--- src/rtl/multicycle_controller.sv ---
// multicycle_controller
//   Multicycle control FSM for a small RV32I-style datapath:
//   FETCH -> DECODE -> EXEC -> [MEM] -> [WB] -> FETCH, with TRAP on illegal opcodes.
//
// Optional feature macro: MC_PERF_CNT_EN (adds CycleCnt / InstRet counters and ports).
//
// Ports
//   clk       in   rising-edge clock
//   reset     in   synchronous active-high reset
//   Opcode    in   [6:0] instruction opcode, sampled in DECODE only
//   BrTaken   in   branch-compare result (PC source is muxed outside this block)
//   MemReady  in   memory done strobe (fetch, load and store)
//   IFetch    out  instruction fetch request (FETCH)
//   IRWrite   out  instruction register load (FETCH with MemReady)
//   PCWrite   out  PC update strobe
//   ALUSrc, MemtoReg, RegWrite, MemRead, MemWrite, Branch, JSel, JalrSel, RWSel
//             out  datapath controls
//   ALUOp     out  [1:0] ALU operation class
//   State     out  [2:0] current state code
//   Illegal   out  sticky trap flag
//   CycleCnt  out  [31:0] cycle counter        (MC_PERF_CNT_EN only)
//   InstRet   out  [31:0] retired-instr counter (MC_PERF_CNT_EN only)

module multicycle_controller (
   input  logic       clk,
   input  logic       reset,
   input  logic [6:0] Opcode,
   input  logic       BrTaken,
   input  logic       MemReady,
   output logic       IFetch,
   output logic       IRWrite,
   output logic       PCWrite,
   output logic       ALUSrc,
   output logic       MemtoReg,
   output logic       RegWrite,
   output logic       MemRead,
   output logic       MemWrite,
   output logic       Branch,
   output logic       JSel,
   output logic       JalrSel,
   output logic       RWSel,
   output logic [1:0] ALUOp,
   output logic [2:0] State,
   output logic       Illegal
`ifdef MC_PERF_CNT_EN
   ,
   output logic [31:0] CycleCnt,
   output logic [31:0] InstRet
`endif
);

   localparam logic [6:0] OP_I    = 7'b0010011;
   localparam logic [6:0] OP_R    = 7'b0110011;
   localparam logic [6:0] OP_LUI  = 7'b0110111;
   localparam logic [6:0] OP_LW   = 7'b0000011;
   localparam logic [6:0] OP_SW   = 7'b0100011;
   localparam logic [6:0] OP_BR   = 7'b1100011;
   localparam logic [6:0] OP_JALR = 7'b1100111;
   localparam logic [6:0] OP_JAL  = 7'b1101111;

   typedef enum logic [2:0] {
      S_FETCH  = 3'd0,
      S_DECODE = 3'd1,
      S_EXEC   = 3'd2,
      S_MEM    = 3'd3,
      S_WB     = 3'd4,
      S_TRAP   = 3'd5
   } state_t;

   state_t     state_q, state_d;
   logic [6:0] opc_q, opc_d;
   logic       illegal_q;

   // Branch outcome only steers the external PC mux.
   logic unused_brtaken;
   assign unused_brtaken = BrTaken;

   function automatic logic is_legal(input logic [6:0] op);
      case (op)
         OP_I, OP_R, OP_LUI, OP_LW, OP_SW, OP_BR, OP_JALR, OP_JAL: is_legal = 1'b1;
         default:                                                  is_legal = 1'b0;
      endcase
   endfunction

   logic op_lw, op_sw, op_br;
   assign op_lw = (opc_q == OP_LW);
   assign op_sw = (opc_q == OP_SW);
   assign op_br = (opc_q == OP_BR);

   // Next-state logic
   always_comb begin
      state_d = state_q;
      opc_d   = opc_q;
      case (state_q)
         S_FETCH:  if (MemReady) state_d = S_DECODE;
         S_DECODE: begin
            opc_d   = Opcode;
            state_d = is_legal(Opcode) ? S_EXEC : S_TRAP;
         end
         S_EXEC: begin
            if (op_br)              state_d = S_FETCH;
            else if (op_lw | op_sw) state_d = S_MEM;
            else                    state_d = S_WB;
         end
         S_MEM:    if (MemReady) state_d = op_lw ? S_WB : S_FETCH;
         S_WB:     state_d = S_FETCH;
         S_TRAP:   state_d = S_TRAP;
         default:  state_d = S_FETCH;
      endcase
   end

   // Output decode: strobes from state (+MemReady where the handshake completes),
   // datapath selects from the latched opcode while an instruction is in flight.
   always_comb begin
      logic dp_on;
      IFetch   = 1'b0;
      IRWrite  = 1'b0;
      PCWrite  = 1'b0;
      RegWrite = 1'b0;
      MemRead  = 1'b0;
      MemWrite = 1'b0;
      ALUSrc   = 1'b0;
      MemtoReg = 1'b0;
      Branch   = 1'b0;
      JSel     = 1'b0;
      JalrSel  = 1'b0;
      RWSel    = 1'b0;
      ALUOp    = 2'b00;
      dp_on    = 1'b0;
      case (state_q)
         S_FETCH: begin
            IFetch  = 1'b1;
            IRWrite = MemReady;
         end
         S_EXEC: begin
            dp_on   = 1'b1;
            PCWrite = op_br;
         end
         S_MEM: begin
            dp_on    = 1'b1;
            MemRead  = op_lw;
            MemWrite = op_sw;
            PCWrite  = op_sw & MemReady;
         end
         S_WB: begin
            dp_on    = 1'b1;
            RegWrite = 1'b1;
            PCWrite  = 1'b1;
         end
         default: ;
      endcase
      if (dp_on) begin
         case (opc_q)
            OP_R:    ALUOp = 2'b10;
            OP_I:    begin ALUOp = 2'b10; ALUSrc = 1'b1; end
            OP_LUI:  begin ALUOp = 2'b11; ALUSrc = 1'b1; end
            OP_LW:   begin ALUOp = 2'b00; ALUSrc = 1'b1; MemtoReg = 1'b1; end
            OP_SW:   begin ALUOp = 2'b00; ALUSrc = 1'b1; end
            OP_BR:   begin ALUOp = 2'b01; Branch = 1'b1; end
            OP_JAL:  begin ALUOp = 2'b00; JSel = 1'b1; RWSel = 1'b1; end
            OP_JALR: begin ALUOp = 2'b00; ALUSrc = 1'b1; JalrSel = 1'b1; RWSel = 1'b1; end
            default: ;
         endcase
      end
   end

   assign State   = state_q;
   assign Illegal = illegal_q;

`ifdef MC_PERF_CNT_EN
   logic [31:0] cyc_q, ret_q;
   assign CycleCnt = cyc_q;
   assign InstRet  = ret_q;
`endif

   always_ff @(posedge clk) begin
      if (reset) begin
         state_q   <= S_FETCH;
         opc_q     <= '0;
         illegal_q <= 1'b0;
`ifdef MC_PERF_CNT_EN
         cyc_q     <= '0;
         ret_q     <= '0;
`endif
      end else begin
         state_q   <= state_d;
         opc_q     <= opc_d;
         illegal_q <= illegal_q | (state_d == S_TRAP);
`ifdef MC_PERF_CNT_EN
         if (state_q != S_TRAP) cyc_q <= cyc_q + 32'd1;
         if (PCWrite)           ret_q <= ret_q + 32'd1;
`endif
      end
   end

endmodule

--- config.mk ---
export PLATFORM = sky130hd
export DESIGN_NAME = multicycle_controller
export DESIGN_NICKNAME = d
export VERILOG_FILES = /design/src/rtl/multicycle_controller.sv
export SDC_FILE = /design/constraint.sdc
export NUM_CORES = 1
export LEC_CHECK = 0
export ABC_AREA = 1
export ABC_CLOCK_PERIOD_IN_PS = 1560
export CAP_MARGIN = 25
export CORE_MARGIN = 1
export CORE_UTILIZATION = 43
export DETAILED_ROUTE_END_ITERATION = 10
export PLACE_DENSITY = 0.78
export SYNTH_ARGS = -nofsm -noshare
export SYNTH_HDL_FRONTEND = slang
export SYNTH_SLANG_ARGS = --single-unit
--- constraint.sdc ---
create_clock -name clk -period 1.56 [get_ports clk]
set_input_delay 0.468 -clock clk [delete_from_list [all_inputs] [get_ports clk]]
set_output_delay 0.468 -clock clk [all_outputs]
set_load 0.02 [all_outputs]
==> impl_metrics.py, run 1 <==
metrics = {
    "status": {
        "status": "stopped before the end",
        "stop_stage": "5_1_grt",
        "firstError": "[ERROR DPL-0038] Utilization greater than 100%, impossible to legalize",
    },
    "timing": {
        "grt-worst-endpoint": "JalrSel",
        "worst_endpoint_kind": "primary output",
    },
    "logic_synthesis": {
        "syn_area_sq_um": 765.7,
        "ys_seq_area_frac": 0.2876,
        "ys_seq_elements": 11,
        "synth_common_cells": "nand2_1 (29), nor2_1 (25), inv_1 (20), dfxtp_1 (11), a21oi_1 (10)",
        "ys_types": 18,
        "avgSynthCellArea_sq_um": 5.801,
        "ys.flop_type": "dfxtp_1",
        "synth_edf_count": 0,
        "synth_cells": 132,
        "yosysMostFrequentCell": "nand2_1",
        "synth_async_sr_flop_share": 0,
        "synth_area_leaders": "dfxtp_1 (29%), nand2_1 (14%), nor2_1 (12%)",
        "synth_nets": 143,
        "yosysWarningCount": 0,
        "yosysTopAreaCell": "dfxtp_1",
        "yosys.area.top_type_share": 0.2876,
    },
    "clock_tree": {
        "cts-buffers-inserted": 3,
        "clk_path_buf_depth": 2,
        "hold_buffers": 0,
        "clock-root-buffer": "clkbuf_4",
        "htree_levels": 1,
        "cts_sinks": 11,
    },
    "placed_design": {
        "port_buffers": 27,
        "place.gp.congestion": 0.8072,
        "dp_hpwl_microns": 1886,
        "placed_area_sq_um": 1373,
    },
    "floorplanning": {
        "initial_core_util": 0.4857,
        "die_w_microns": 44.20,
        "rows": 14,
        "io_pins": 29,
        "die_y_microns": 44.20,
    },
    "global_route": {
        "grt_max_degree": 11,
    },
}
==> metrics by stage <==
| stage | worst slack, ns | hold slack [ns] | utilization | TNS (ns) | cells |
|---|---|---|---|---|---|
| 4_1_cts | -0.2863 | 0.4895 | 0.9167 | -2.820 | 214 |
| 3_5_place_dp | -0.7249 | 0.4728 | 0.8706 | -6.912 | 208 |
| 3_3_place_gp | -0.6958 | 0.4534 | 0.8706 | -6.424 | 208 |
| 2_1_floorplan | -0.1653 | 0.4625 | - | -0.7997 | 132 |
==> repair_timing <==
item | 4_1_cts
buffers inserted | 2
setup endpoints to repair | 18
resized for setup | 100
gates cloned | 0
pin swaps | 3
==> logic make-up after synthesis <==
| kind of cell | synth area share |
|---|---|
| AO/OA/AOI/OAI | 0.1340 |
| buffers and inverters | 0.1471 |
| AND/OR/NAND/NOR | 0.4314 |
| flip-flops | 0.2876 |
==> run 2: changes to the inputs <==
--- a/config.mk
+++ b/config.mk
@@ -8,10 +8,10 @@
 export ABC_AREA = 1
 export ABC_CLOCK_PERIOD_IN_PS = 1560
 export CAP_MARGIN = 25
-export CORE_MARGIN = 1
-export CORE_UTILIZATION = 43
+export CORE_AREA = 2 2 63 65
 export DETAILED_ROUTE_END_ITERATION = 10
-export PLACE_DENSITY = 0.78
+export DIE_AREA = 0 0 65 67
+export PLACE_DENSITY_LB_ADDON = 0.15
 export SYNTH_ARGS = -nofsm -noshare
 export SYNTH_HDL_FRONTEND = slang
 export SYNTH_SLANG_ARGS = --single-unit
==> run 2 against run 1 <==
  * The flow now finishes, with violations (setup timing)
  * Area after synthesis unchanged
  * Synthesized cell count unchanged
==> impl_metrics.py, run 2 <==
metrics = {
    "detailed_routing": {
        "routedWlPerCell_microns": 9.016,
        "via_count": 1013,
        "firstDrtPassIters": 4,
        "antenna_left": 0,
        "drtIter0Drc": 13,
        "drt-total-wl_microns": 2245,
        "viasPerCell": 4.068,
        "drcViolationCount": 0,
    },
    "critical_path": {
        "ff2ff_setup_slack_ns": 0.15,
        "cp-end-kind": "output port",
        "r2r-end": "State[1]$_SDFF_PP0_",
        "critPathBufInv": 2,
        "worstPathCellList": "nor3_4, nor2_4, buf_6, nor4_4, buf_4",
        "timing.rr.start": "State[0]$_SDFF_PP0_",
        "worstSetupPathType": "flop to output port",
        "cp_max_fo": 5,
        "crit_slowest_cell": "dfxtp_4",
        "slowest_delay_ns": 0.36,
        "crit_path_start_kind": "flop",
        "r2r_cells": 9,
        "arrival_ns": 1.31,
        "path_delay_family": "simple AND/OR/NAND/NOR gates",
        "crit_required_ns": 1.09,
    },
    "logic_synthesis": {
        "syn_area_sq_um": 765.7,
        "synth_nets": 143,
        "yosys.area.top_type_share": 0.2876,
        "yosysTopAreaCell": "dfxtp_1",
        "yosysMostFrequentCell": "nand2_1",
        "ys.flop_type": "dfxtp_1",
        "ys_seq_area_frac": 0.2876,
        "synth_common_cells": "nand2_1 (29), nor2_1 (25), inv_1 (20), dfxtp_1 (11), a21oi_1 (10)",
        "yosysWarningCount": 0,
        "synth_cells": 132,
        "synth_area_leaders": "dfxtp_1 (29%), nand2_1 (14%), nor2_1 (12%)",
        "synth_async_sr_flop_share": 0,
        "ys_types": 18,
        "synth_edf_count": 0,
        "avgSynthCellArea_sq_um": 5.801,
        "ys_seq_elements": 11,
    },
    "finish": {
        "diodes": 0,
        "n_fill_cell": 374,
        "layout.nets": 213,
        "largest_register_ff_count": 7,
        "top_register": "opc_q",
        "final_cell_mix": "buf_4 (39), nand2_1 (20), nor2_1 (16)",
        "stdcell_area_sq_um": 1639,
        "fin_cells": 249,
        "final_util": 0.4545,
        "final_common_cell": "buf_4",
        "final_layout_size_suffix_gt1_frac": 0.5572,
        "syn_to_final_growth_pct": 114.1,
    },
    "placed_design": {
        "dp_hpwl_microns": 1800,
        "placedCellCount": 239,
        "placed_area_sq_um": 1405,
        "place.gp.congestion": 0.7309,
        "port_buffers": 27,
    },
    "floorplanning": {
        "dieArea_sq_um": 4355,
        "rows": 22,
        "initial_core_util": 0.2124,
        "io_pins": 29,
        "die_w_microns": 65,
        "die_y_microns": 67,
        "core_sq_um": 3606,
    },
    "timing": {
        "clock_skew_ns": 0.004897,
        "slew_headroom": 0.8135,
        "tightestPinTransition_ns": 0.2782,
        "slew_violations": 0,
        "rsz0062_at_grt": "yes",
        "fin_crit_sh": 1.138,
        "period_needed_ns": 1.776,
        "fmax_ghz": 0.5631,
        "hold_viol": 0,
        "finalSetupTns_ns": -1.960,
        "setup_slack_ns": -0.2158,
        "setup_viol": 12,
    },
    "global_route": {
        "grt_pass1_vias": 936,
        "overflow": 0,
        "track_usage": 0.1129,
        "antenna_found_initial": 0,
        "grt_max_degree": 11,
        "grt_pass1_wl_microns": 3822,
    },
    "status": {
        "status": "complete, but fails checks",
        "violations": "setup timing",
    },
    "worst_hold_path": {
        "hold-path-cell-count": 2,
        "worstHoldStart": "Illegal$_SDFF_PP0_",
        "worstHoldPathType": "flop to flop",
        "min_to": "Illegal$_SDFF_PP0_",
    },
    "clock_tree": {
        "clk_latency_ns": 0.23,
        "clk_transition_reported_paths_ns": 0.05,
        "htree_levels": 1,
        "cts_sinks": 11,
        "cts-buffers-inserted": 3,
        "clk_path_buf_depth": 2,
        "tritoncts": "built",
        "clock-root-buffer": "clkbuf_8",
    },
    "flow_run": {
        "max_cap_viol_count": 0,
    },
    "power": {
        "vdd_ir_drop_max_mv": 0.2570,
        "leakagePower_nw": 0.8356,
        "power_per_cell_area_nw_per_um2": 758.9,
    },
}
## run 2: cell counts after synthesis
No cell type changed its count.
## run 2: logic make-up after synthesis
kind of cell / count (synthesis) / share of synthesized area
compound gates: 20 / 0.1340
buf+inv: 29 / 0.1471
flops: 11 / 0.2876
simple gates: 72 / 0.4314
## run 2: how the worst max path moves through the flow
stage                                    from       to  slack (ns)  cells after the start
after floorplan           State[2]$_SDFF_PP0_     JSel       -0.17                      6
after global placement               MemReady  IRWrite       -0.72                      4
after detailed placement             MemReady  IRWrite       -0.72                      4
after CTS                 State[1]$_SDFF_PP0_  JalrSel       -0.23                      5
after global routing      State[0]$_SDFF_PP0_  JalrSel       -0.29                      5
final                     State[1]$_SDFF_PP0_  JalrSel       -0.22                      5
## run 2: per-stage QoR
step	hold slack, ns	setup slack (ns)	power (mW)
after floorplan	0.4625	-0.1653	0.6136
after global placement	0.4617	-0.7203	0.8594
after detailed placement	0.4628	-0.7186	0.8647
after CTS	0.4745	-0.2330	1.166
after global routing	0.5292	-0.2904	1.333
final	0.4713	-0.2158	1.244
## run 2: routing by layer
metal / track usage / part of all wire
met3: 0.01182 / 0.024
met4: 0.05851 / 0.012
met5: 0 / 0
met2: 0.1933 / 0.51
met1: 0.1393 / 0.46
## run 2: layout make-up
type,instances,area [sq um],share of cell area
repair buffers,66,568.0,0.3466
inverters,28,115.1,0.07023
well taps,48,60.06,0.03664
flip-flops and latches,11,239.0,0.1458
clock buffers,4,45.04,0.02748
multi-input cells,92,611.8,0.3733
## run 2: tightest hold or removal path, cell delays in order (launching register included)
cell and delay [ns]:
dfxtp_1 0.32, a21oi_1 0.04, nor2_1 0.07
## run 2: report_power, final
part / internal, mW / total [mW] / switching [mW]
logic: 0.285 / 0.588 / 0.303
clock network: 0.179 / 0.281 / 0.102
registers: 0.332 / 0.375 / 0.0429
total: 0.796 / 1.24 / 0.448
## run 2: timing repair
item | CTS | global route
buffers inserted | 3 | 3
gates resized for setup | 88 | 45
hold buffers | 0 | 0
pin swaps | 6 | 14
setup endpoints to repair | 18 | 17
gates cloned | 0 | 0
(Power assumes the default switching activity.)
==> run 3: changes to the inputs <==
--- a/config.mk
+++ b/config.mk
@@ -5,7 +5,7 @@
 export SDC_FILE = /design/constraint.sdc
 export NUM_CORES = 1
 export LEC_CHECK = 0
-export ABC_AREA = 1
+export ABC_AREA = 0
 export ABC_CLOCK_PERIOD_IN_PS = 1560
 export CAP_MARGIN = 25
 export CORE_AREA = 2 2 63 65
==> run 3 against run 2 <==
  * The flow still finishes with violations (setup timing)
  * Non-clock buffer count is 4 lower
  * Synthesized cell count decreased by 18%
  * Largest power group unchanged
  * Wire length is 8.5% higher
  * Design area is 4.2% lower
  * Combinational power increased by 51%
==> impl_metrics.py, run 3 <==
metrics = {
    "status": {
        "status": "complete, but fails checks",
        "violations": "setup timing",
    },
    "critical_path": {
        "crit_path_start_kind": "flop",
        "crit_required_ns": 1.09,
        "crit_slowest_cell": "dfxtp_4",
        "worstSetupPathType": "flop to output port",
        "cp_max_fo": 3,
        "arrival_ns": 1.64,
        "cp-end-kind": "output port",
        "r2r_cells": 7,
        "r2r-end": "Illegal$_SDFF_PP0_",
        "slowest_delay_ns": 0.35,
        "worstPathCellList": "nor3b_4, a21oi_2, nor4b_2, and4_4, and2b_2, buf_6",
        "timing.rr.start": "State[2]$_SDFF_PP0_",
        "crit_path_start": "State[1]$_SDFF_PP0_",
        "ff2ff_setup_slack_ns": -0.05,
    },
    "logic_synthesis": {
        "synth_xor_area_frac": 0.01080,
        "synthSimpleGateAreaFrac": 0.4028,
        "yosys.area.top_type_share": 0.2716,
        "yosysWarningCount": 0,
        "synth_async_sr_flop_share": 0,
        "ys_seq_elements": 11,
        "synthMuxAreaShare": 0,
        "avgSynthCellArea_sq_um": 7.507,
        "yosysMostFrequentCell": "nand2_1",
        "ys.flop_type": "dfxtp_1",
        "synth_area_leaders": "dfxtp_1 (27%), o21ai_0 (6.8%), a21oi_1 (5.6%)",
        "ys_types": 38,
        "synthAdderAreaFrac": 0,
        "yosysTopAreaCell": "dfxtp_1",
        "synth_nets": 119,
        "synth_top_family_by_area": "simple AND/OR/NAND/NOR gates",
        "syn_area_sq_um": 810.8,
        "synth_common_cells": "nand2_1 (12), dfxtp_1 (11), o21ai_0 (11), a21oi_1 (9), nor2_1 (9)",
        "synth_edf_count": 0,
        "synth_compound_area_frac": 0.2469,
        "ys_seq_area_frac": 0.2716,
        "synth_cells": 108,
    },
    "clock_tree": {
        "clock-root-buffer": "clkbuf_8",
        "clk_path_buf_depth": 2,
        "hold_buffers": 0,
        "clk_transition_reported_paths_ns": 0.05,
        "clk_latency_ns": 0.24,
        "htree_levels": 1,
        "cts-buffers-inserted": 3,
        "tritoncts": "built",
        "cts_sinks": 11,
    },
    "worst_hold_path": {
        "worstHoldStart": "Illegal$_SDFF_PP0_",
        "worstHoldPathType": "flop to flop",
        "min_to": "Illegal$_SDFF_PP0_",
        "hold-path-cell-count": 2,
    },
    "finish": {
        "final_layout_size_suffix_gt1_frac": 0.5389,
        "multi_input_area_sq_um": 664.4,
        "n_fill_cell": 368,
        "layout.nets": 179,
        "diodes": 0,
        "regArea_sq_um": 234.0,
        "final_common_cell": "buf_4",
        "final_cell_mix": "buf_4 (32), buf_6 (16), nand2_1 (12)",
        "top_register": "opc_q",
        "syn_to_final_growth_pct": 93.67,
        "stdcell_area_sq_um": 1570,
        "largest_register_ff_count": 7,
        "final_util": 0.4355,
    },
    "power": {
        "p_total_mw": 1.564,
        "p_sw_mw": 0.5893,
        "pwr-share-seq": 0.253,
        "power.internal_mw": 0.9751,
        "switching_share": 0.3767,
        "comb_power_share": 0.566,
        "power_per_cell_area_nw_per_um2": 996.3,
        "leakagePower_nw": 0.6650,
        "p_clk_frac": 0.181,
        "vdd_ir_drop_max_mv": 0.4019,
    },
    "global_route": {
        "grt_pass1_vias": 888,
        "antenna_found_initial": 0,
        "grt_pass1_wl_microns": 3988,
        "grt_max_degree": 13,
        "overflow": 0,
        "track_usage": 0.1184,
    },
    "timing": {
        "fin_crit_sh": 1.352,
        "slew_headroom": 0.7827,
        "holdWs_ns": 0.4753,
        "clock_skew_ns": 0.004316,
        "rsz0062_at_grt": "yes",
        "setup_slack_ns": -0.5484,
        "fmax_ghz": 0.4743,
        "period_needed_ns": 2.108,
        "tightestPinTransition_ns": 0.3226,
        "slew_violations": 0,
        "setup_viol": 15,
        "hold_viol": 0,
    },
    "detailed_routing": {
        "via_count": 986,
        "routedWlPerCell_microns": 11.33,
        "drcViolationCount": 0,
        "drtIter0Drc": 29,
        "antenna_left": 0,
        "firstDrtPassIters": 4,
        "viasPerCell": 4.586,
        "drt-total-wl_microns": 2435,
    },
    "placed_design": {
        "port_buffers": 27,
        "dp_hpwl_microns": 1871,
        "placed_area_sq_um": 1366,
        "place.gp.congestion": 0.7566,
        "post-place-ws_ns": -0.8464,
    },
    "floorplanning": {
        "die_y_microns": 67,
        "io_pins": 29,
        "initial_core_util": 0.2248,
        "dieArea_sq_um": 4355,
        "rows": 22,
        "core_sq_um": 3606,
        "die_w_microns": 65,
    },
    "flow_run": {
        "max_cap_viol_count": 0,
    },
}
==> run 3: worst max path at each step <==
stage	end	slack (ns)	cells past startpoint
after global routing	JalrSel	-0.65	6
after detailed placement	PCWrite	-0.85	5
after CTS	JalrSel	-0.59	6
after global placement	PCWrite	-0.83	5
final	JalrSel	-0.55	6
after floorplan	JalrSel	-0.54	6
==> run 3: layer usage <==
layer / GRT usage / vias up / wire (microns)
met5: 0 / - / 0
met2: 0.2049 / 24 / 1192
met3: 0.01182 / 8 / 85
met4: 0.07181 / 0 / 82
met1: 0.1408 / 452 / 1075
li1: - / 502 / -
==> run 3: cell families after synthesis <==
family          after synthesis
compound gates               33
xor+xnor                      1
buf+inv                      13
flops                        11
simple gates                 50
==> run 3: per-stage QoR <==
stage                     TNS (ns)  std cells
after global routing        -6.382        215
after CTS                   -5.298        212
after global placement      -10.42        205
after floorplan             -3.999        108
final                       -5.133        215
after detailed placement    -10.74        205
==> run 3: repair_timing <==
| item | CTS | global route |
|---|---|---|
| hold endpoints to repair | 0 | 0 |
| endpoints found under the setup margin | 22 | 26 |
| buffers inserted | 4 | 3 |
| gates resized for setup | 113 | 17 |
| pin swaps | 11 | 9 |
==> run 3: final cells by class <==
type,instances,share of cell area
clock inverter,1,0.003187
timing repair buffer,62,0.3442
inverter,6,0.01594
sequential,11,0.1490
multi-input combinational,84,0.4231
clock buffer,3,0.02629
tap,48,0.03825
==> run 3: power groups by stage <==
stage / Clock, mW / Sequential [mW] / Combinational (mW)
6_report: 0.283 / 0.395 / 0.886
5_1_grt: 0.307 / 0.400 / 0.961
4_1_cts: 0.293 / 0.388 / 0.825
3_5_place_dp: 0 / 0.393 / 0.755
3_3_place_gp: 0 / 0.390 / 0.753
2_1_floorplan: 0 / 0.423 / 0.380
==> run 3: critical path: cells and delay by family, from the launching register on <==
| family | cells | cell delay, ns |
|---|---|---|
| buffers and inverters | 1 | 0.11 |
| AOI/OAI and AO/OA | 1 | 0.07 |
| and+or+nand+nor | 4 | 0.87 |
| DFF | 1 | 0.35 |
==> run 4: changes to the inputs <==
--- a/config.mk
+++ b/config.mk
@@ -15,3 +15,4 @@
 export SYNTH_ARGS = -nofsm -noshare
 export SYNTH_HDL_FRONTEND = slang
 export SYNTH_SLANG_ARGS = --single-unit
+export TNS_END_PERCENT = 30
==> run 4 against run 3 <==
  * The flow still finishes with violations (setup timing)
  * Power shrank 1.7%
  * Clock power is 2% lower
  * Clock skew down 0.0016 ns
  * Sequential share of layout area rose by 0.15 points
  * Register-to-register slack worse by 0.17 ns
  * Utilization shrank 0.90 points
  * Fmax rose by 0.83%
  * First-iteration DRC count is 14% lower
  * Worst setup slack better by 0.017 ns
  * Final cell count is the same
  * Wire length decreased by 1.6%
  * Critical path type unchanged
==> impl_metrics.py, run 4 (synthesized netlist as in run 3, its figures left out) <==
metrics = {
    "global_route": {
        "grt_max_degree": 13,
        "track_usage": 0.1182,
        "grt_pass1_wl_microns": 4084,
        "overflow": 0,
        "grt_pass1_vias": 913,
        "antenna_found_initial": 0,
    },
    "timing": {
        "slew_violations": 0,
        "clock_skew_ns": 0.002687,
        "slew_headroom": 0.8061,
        "setup_slack_ns": -0.5309,
        "fin_crit_sh": 1.340,
        "period_needed_ns": 2.091,
        "setup_viol": 17,
        "holdWs_ns": 0.4721,
        "rsz0062_at_grt": "yes",
        "tightestPinTransition_ns": 0.2895,
        "hold_viol": 0,
        "fmax_ghz": 0.4783,
    },
    "floorplanning": {
        "die_y_microns": 67,
        "dieArea_sq_um": 4355,
        "core_sq_um": 3606,
        "io_pins": 29,
        "die_w_microns": 65,
        "initial_core_util": 0.2248,
        "rows": 22,
    },
    "critical_path": {
        "cp-end-kind": "output port",
        "r2r-end": "Illegal$_SDFF_PP0_",
        "cp_max_fo": 3,
        "timing.rr.start": "State[2]$_SDFF_PP0_",
        "arrival_ns": 1.62,
        "crit_path_start_kind": "flop",
        "ff2ff_setup_slack_ns": -0.22,
        "crit_path_start": "State[1]$_SDFF_PP0_",
        "r2r_cells": 8,
        "crit_required_ns": 1.09,
        "worstSetupPathType": "flop to output port",
    },
    "power": {
        "power_per_cell_area_nw_per_um2": 999.9,
        "comb_power_share": 0.566,
        "p_total_mw": 1.538,
        "leakagePower_nw": 0.6520,
        "switching_share": 0.3722,
        "vdd_ir_drop_max_mv": 0.2997,
        "p_sw_mw": 0.5722,
        "pwr-share-seq": 0.253,
        "power.internal_mw": 0.9654,
        "p_clk_frac": 0.180,
    },
    "placed_design": {
        "placed_area_sq_um": 1330,
        "port_buffers": 27,
        "dp_hpwl_microns": 1811,
        "placedCellCount": 203,
        "place.gp.congestion": 0.6996,
    },
    "status": {
        "status": "complete, but fails checks",
        "violations": "setup timing",
    },
    "detailed_routing": {
        "routedWlPerCell_microns": 11.14,
        "antenna_left": 0,
        "via_count": 956,
        "drt-met1-wl_microns": 1130,
        "drcViolationCount": 0,
        "dr_wl_met2_microns": 1166,
        "met3_length_microns": 60,
        "drtIter0Drc": 25,
        "drt-total-wl_microns": 2395,
        "top_layer": "met4",
        "firstDrtPassIters": 2,
        "viasPerCell": 4.447,
    },
    "finish": {
        "layout.nets": 179,
        "syn_to_final_growth_pct": 89.66,
        "final_common_cell": "buf_4",
        "fin_cells": 215,
        "final_layout_size_suffix_gt1_frac": 0.5090,
        "stdcell_area_sq_um": 1538,
        "final_cell_mix": "buf_4 (34), buf_6 (15), nand2_1 (12)",
        "top_register": "opc_q",
        "diodes": 0,
        "largest_register_ff_count": 7,
    },
    "clock_tree": {
        "clk_path_buf_depth": 2,
        "htree_levels": 1,
        "clock-root-buffer": "clkbuf_8",
        "tritoncts": "built",
        "cts_sinks": 11,
        "clk_transition_reported_paths_ns": 0.05,
        "clk_latency_ns": 0.23,
        "hold_buffers": 0,
        "cts-buffers-inserted": 3,
    },
    "worst_hold_path": {
        "hold-path-cell-count": 2,
        "worstHoldStart": "Illegal$_SDFF_PP0_",
        "worstHoldPathType": "flop to flop",
        "min_to": "Illegal$_SDFF_PP0_",
    },
    "flow_run": {
        "max_cap_viol_count": 0,
    },
}
==> run 4: changes by cell type in the layout (fill, tap and decap cells not counted), moves of 2 or more <==
cell and delta:
dlygate4sd2_1 +3, buf_2 -2, buf_4 +2, clkdlybuf4s15_1 -2, dfxtp_1 +2, dfxtp_2 -2, nor2_4 -2
==> run 4: layout make-up <==
class	instances	area (sq um)
inverters	6	22.52
flip-flops and latches	11	231.5
clock inverters	1	5.005
repair buffers	62	540.5
well taps	48	60.06
fillers	372	2068
clock buffers	3	41.29
multi-input cells	84	636.9
==> run 4: worst max-delay path: stages, from the launching register on <==
cell     delay, ns
dfxtp_4       0.35
nor3b_4       0.19
a21oi_2       0.07
nor4b_2       0.25
and4_4        0.26
and2b_2       0.15
buf_6         0.11
==> run 4: metrics by stage <==
stage / setup WS (ns) / setup TNS (ns) / util
global route: -0.6384 / -6.976 / 0.4264
detailed placement: -0.8206 / -11.12 / 0.3688
CTS: -0.6331 / -5.382 / 0.4025
finish: -0.5309 / -5.560 / 0.4264
global placement: -0.7901 / -10.53 / 0.3688
floorplan: -0.5508 / -5.044 / -
==> run 4: how the worst max path moves through the flow <==
| stage | cells after the start | slack (ns) | end |
|---|---|---|---|
| after detailed placement | 6 | -0.82 | JSel |
| after global placement | 5 | -0.79 | PCWrite |
| after global routing | 6 | -0.64 | JalrSel |
| after floorplan | 6 | -0.55 | JalrSel |
| after CTS | 6 | -0.63 | JalrSel |
| final | 6 | -0.53 | JalrSel |
==> run 4: power by group through the flow <==
stage               Clock [mW]  Sequential [mW]  Combinational, mW
floorplan                    0            0.421              0.372
global placement             0            0.390              0.733
detailed placement           0            0.392              0.737
CTS                      0.286            0.391              0.780
global route             0.296            0.398              0.946
finish                   0.277            0.389              0.871
==> run 4: routing by layer <==
metal  vias up  GRT usage
met5         -          0
met4         0    0.06649
li1        503          -
met3         4    0.01182
met2        19     0.1946
met1       430     0.1503
==> run 4: what timing repair did <==
action | 4_1_cts | 5_1_grt
setup buffers | 4 | 4
pin swaps | 11 | 7
setup endpoints to repair | 22 | 27
gates resized for setup | 103 | 16
